===== config.mk =====
export PLATFORM = sky130hd
export DESIGN_NAME = mem_store_monitor
export DESIGN_NICKNAME = d
export VERILOG_FILES = /design/src/rtl/mem_store_monitor.sv
export SDC_FILE = /design/constraint.sdc
export NUM_CORES = 1
export LEC_CHECK = 0
export CAP_MARGIN = 20
export CORE_MARGIN = 2
export CORE_UTILIZATION = 32
export DETAILED_ROUTE_END_ITERATION = 16
export PLACE_DENSITY = 0.49
export SYNTH_ARGS = -nofsm -noshare
export SYNTH_HDL_FRONTEND = slang
export SYNTH_SLANG_ARGS = --single-unit

===== constraint.sdc =====
create_clock -name clk -period 11.84 [get_ports clk]
set_clock_uncertainty 0.2 [all_clocks]
set_input_delay 1.776 -clock clk [delete_from_list [all_inputs] [get_ports clk]]
set_output_delay 1.776 -clock clk [all_outputs]
set_load 0.01 [all_outputs]

===== src/rtl/mem_store_monitor.sv =====
// mem_store_monitor: passive store-bus monitor ending a run in PASS, FAIL or TIMEOUT, with a 4-deep store log
module mem_store_monitor #(
   parameter logic [31:0] PASS_ADR  = 32'd84,
   parameter logic [31:0] PASS_DATA = 32'd7,
   parameter logic [31:0] ALLOW_ADR = 32'd80,
   parameter logic [15:0] TIMEOUT   = 16'd1000,
   parameter int          LOG_DEPTH = 4
) (
   input  logic        clk,
   input  logic        reset,
   input  logic        memwrite,
   input  logic [31:0] dataadr,
   input  logic [31:0] writedata,
   input  logic [1:0]  log_idx,
   output logic        done,
   output logic        pass,
   output logic        fail,
   output logic        timeout,
   output logic [15:0] store_count,
   output logic [31:0] fail_adr,
   output logic [31:0] fail_data,
   output logic [31:0] log_adr,
   output logic [31:0] log_data
);
   typedef enum logic [1:0] {S_RUN, S_PASS, S_FAIL, S_TIMEOUT} state_t;
   state_t      state;
   logic [15:0] cyc;
   logic [1:0]  wptr;
   logic [31:0] log_a [LOG_DEPTH];
   logic [31:0] log_d [LOG_DEPTH];
   logic        hit, bad;
   logic [1:0]  ridx;
   assign hit      = dataadr == PASS_ADR && writedata == PASS_DATA;
   assign bad      = !hit && dataadr != ALLOW_ADR;
   // index 0 is the newest entry, so read backwards from the write pointer
   assign ridx     = wptr - 2'd1 - log_idx;
   assign log_adr  = log_a[ridx];
   assign log_data = log_d[ridx];
   always_ff @(posedge clk) begin
      if (reset) begin
         state       <= S_RUN;
         done        <= 1'b0;
         pass        <= 1'b0;
         fail        <= 1'b0;
         timeout     <= 1'b0;
         store_count <= 16'd0;
         cyc         <= 16'd0;
         fail_adr    <= 32'd0;
         fail_data   <= 32'd0;
         wptr        <= 2'd0;
         for (int i = 0; i < LOG_DEPTH; i++) begin
            log_a[i] <= 32'd0;
            log_d[i] <= 32'd0;
         end
      end else if (state == S_RUN) begin
         cyc <= cyc + 16'd1;
         if (memwrite) begin
            store_count <= store_count == 16'hFFFF ? store_count : store_count + 16'd1;
            log_a[wptr] <= dataadr;
            log_d[wptr] <= writedata;
            wptr        <= wptr + 2'd1;
            if (hit) begin
               state <= S_PASS;
               pass  <= 1'b1;
               done  <= 1'b1;
            end else if (bad) begin
               state     <= S_FAIL;
               fail      <= 1'b1;
               done      <= 1'b1;
               fail_adr  <= dataadr;
               fail_data <= writedata;
            end
         end else if (cyc == TIMEOUT - 16'd1) begin
            state   <= S_TIMEOUT;
            timeout <= 1'b1;
            done    <= 1'b1;
         end
      end
   end
endmodule


==> results.py <==
metrics = {
    "timing": {
        "clock.fmax_mhz": 145,
        "slew-limit-headroom_pct": 30.9,
        "finalSetupTns_ns": 0,
        "final-hold-violation-count": 0,
        "setup_viol": 0,
        "drv_slew": 0,
        "setup_ws_ns": 4.95,
        "rsz0062_at_grt": "no",
        "holdWs_ns": 0.255,
        "fin_crit_sh_pct": 58.2,
        "min_period_ns": 6.89,
        "worstMarginPinSlew_ns": 1.03,
    },
    "yosys": {
        "synth_ff_type": "edfxtp_1",
        "ys_ff_latch": 360,
        "synth_edf_count": 256,
        "seq_area_frac_synth_pct": 65.3,
        "yosysTopAreaCell": "edfxtp_1",
        "synth.most_common_cell": "edfxtp_1",
        "yosysWarnings": 0,
        "yosysTopAreaCellShare_pct": 51.4,
        "synth_common_cells": "256 x edfxtp_1, 181 x nand2_1, 165 x nor2_1",
        "synthDistinctLibCells": 47,
        "synth_nets": 1236,
        "syn_inst": 1164,
        "synthTopCellsByArea": "edfxtp_1 51%, dfxtp_1 14%, mux4_2 9.6%, nand2_1 4.5%, nor2_1 4.1%",
        "synth.cell_area_um2": 15000,
        "syn_area_per_cell_um2": 12.9,
        "async_flop_share_pct": 0,
    },
    "floorplan": {
        "rows": 79,
        "placeableCoreArea_um2": 46400,
        "die_h_um": 220,
        "die_x_um": 220,
        "start_util_pct": 32.3,
        "io_pins": 217,
        "die_area_um2": 48500,
    },
    "drt": {
        "drc": 0,
        "wl_per_cell_um": 21.3,
        "via_count": 9656,
        "first_iter_violations": 624,
        "ant_nets": 0,
        "totalWireLength_um": 43100,
        "drtPass1Iterations": 5,
        "viasPerCell": 4.78,
    },
    "setup_path": {
        "critPathLaunchType": "input port",
        "crit_chain": "clkdlybuf4s50_1 > inv_1 > ha_4 > buf_4 > mux4_2 > clkdlybuf4s50_1",
        "critical_path_class": "input port to output pin",
        "path_depth": 6,
        "cp.arrival_ns": 4.91,
        "cp-end-kind": "output pin",
        "crit_buf_inv": 4,
        "reg2reg_depth": 4,
        "crit_fanout": 33,
        "worstPathRequired_ns": 9.86,
        "cp_common_cell": "clkdlybuf4s50_1",
        "critPathSlowestCell": "ha_4",
        "slowest_delay_ns": 0.74,
        "critical-path-top-delay-family": "buffers and inverters",
    },
    "place": {
        "dp_cells": 1936,
        "detailedPlace.worstSlack_ns": 4.52,
        "port_buffers": 216,
        "placed_cell_area_um2": 17800,
        "hpwl_um": 26600,
        "place_congestion": 0.745,
    },
    "clocking": {
        "clkTransAtPathRegs_ns": 0.06,
        "postCtsHoldBufs": 0,
        "root_buffer": "clkbuf_16",
        "clk_path_buf_depth": 3,
        "clk_latency_ns": 0.56,
        "postCtsSetupBuffers": 0,
        "cts_tree": "built",
        "post_cts_resized": 0,
        "cts_htree_levels": 2,
        "cts_buffers": 42,
        "cts_sinks": 360,
    },
    "global_route": {
        "grt_max_degree": 75,
        "overflow": 0,
        "antenna_found_initial": 2,
        "grt_usage_pct": 18.0,
        "grt_first_pass_wirelength_um": 63800,
        "grt_pass1_vias": 10000,
    },
    "power_and_ir_drop": {
        "p_total_mw": 3.25,
        "ir_worst_vdd_uv": 98.5,
        "p_per_area_nw_per_um2": 170,
        "leakagePower_nw": 7.17,
    },
    "min_path": {
        "hp-class": "flip-flop to flip-flop",
        "whs_path_depth": 2,
    },
    "final_layout": {
        "nNetsFinal": 1447,
        "fin_area_um2": 19100,
        "final_cells": 2018,
        "final_util_pct": 41.3,
        "layout-drive-gt1-share_pct": 11.4,
        "areaGrowthSynthToFinish_pct": 27.8,
    },
    "job": {
        "cap_violations": 0,
    },
    "outcome": {
        "status": "complete, no violations",
    },
}
-- registers in the layout (all words and copies together), names as in the netlist --
register / flops
fail_adr: 32
cyc: 16
log_d: 128
timeout: 1
store_count: 16
fail: 1
state: 2
done: 1
pass: 1
fail_data: 32
log_a: 128
wptr: 2
-- report_power, final --
part | switching, mW | internal [mW] | total, mW
Combinational | 0.271 | 0.260 | 0.530
Sequential | 0.0326 | 1.43 | 1.47
Clock | 0.517 | 0.736 | 1.25
Total | 0.821 | 2.43 | 3.25
-- routing by layer --
layer | routed length [µm] | GRT usage [%] | share of wire [%]
met5 | 0 | 0 | 0
met4 | 824 | 4.59 | 1.9
met3 | 2170 | 3.71 | 5.0
met1 | 18700 | 23.5 | 44
met2 | 21300 | 30.4 | 50
-- final timing paths --
path / startpoint / to / slack (ns)
max: log_idx[0] / log_adr[14] / 4.95
min: fail_data[26]$_SDFFE_PP0P_ / fail_data[26]$_SDFFE_PP0P_ / 0.26
max reg2reg: state[1]$_SDFFE_PP0P_ / log_d[1][8]$_SDFFCE_PN0P_ / 8.66
min reg2reg: fail_data[26]$_SDFFE_PP0P_ / fail_data[26]$_SDFFE_PP0P_ / 0.26
-- worst reg2reg max path: stages (launching register included) --
cell	delay [ns]
dfxtp_1	0.37
nor2_2	0.25
nand2_1	0.37
o21ai_4	0.93
buf_4	0.67
-- cell families (layout without fill, tap and decap cells) --
| logic type | after synthesis | in the layout | share of synthesized area (%) |
|---|---|---|---|
| multiplexers | 100 | 100 | 12.0 |
| XOR/XNOR | 28 | 28 | 1.64 |
| AO/OA/AOI/OAI | 57 | 57 | 2.26 |
| flip-flops | 360 | 360 | 65.3 |
| buffers and inverters | 132 | 377 | 3.84 |
| AND/OR/NAND/NOR | 484 | 484 | 14.7 |
| adder cells (fa/ha/maj) | 3 | 3 | 0.251 |
| other | 0 | 2 | 0 |
-- area by class of cell --
| class | count | area [µm²] |
|---|---|---|
| Tap cell | 607 | 759 |
| Multi-Input combinational cell | 672 | 4710 |
| Timing Repair Buffer | 232 | 2310 |
| Inverter | 67 | 254 |
| Sequential cell | 360 | 9770 |
| Fill cell | 4355 | 27200 |
| Clock buffer | 62 | 1180 |
| Antenna cell | 2 | 5.00 |
| Clock inverter | 16 | 150 |
-- cells in the final DEF (no fill, tap or decap), types with 8 or more instances in the layout --
cell type	count
clkbuf_1	16
xor2_1	11
nand3_1	12
dfxtp_1	104
nand2_1	180
a21oi_1	8
nor2_1	164
o21ai_0	31
clkbuf_16	43
nor4_1	12
mux4_2	64
buf_4	14
clkdlybuf4s50_1	216
xnor2_1	16
nand4_1	12
nor3_1	11
and2_1	65
mux2i_1	36
inv_1	66
clkinv_2	9
edfxtp_1	256
Note: power is estimated with default switching activity, not from simulation.
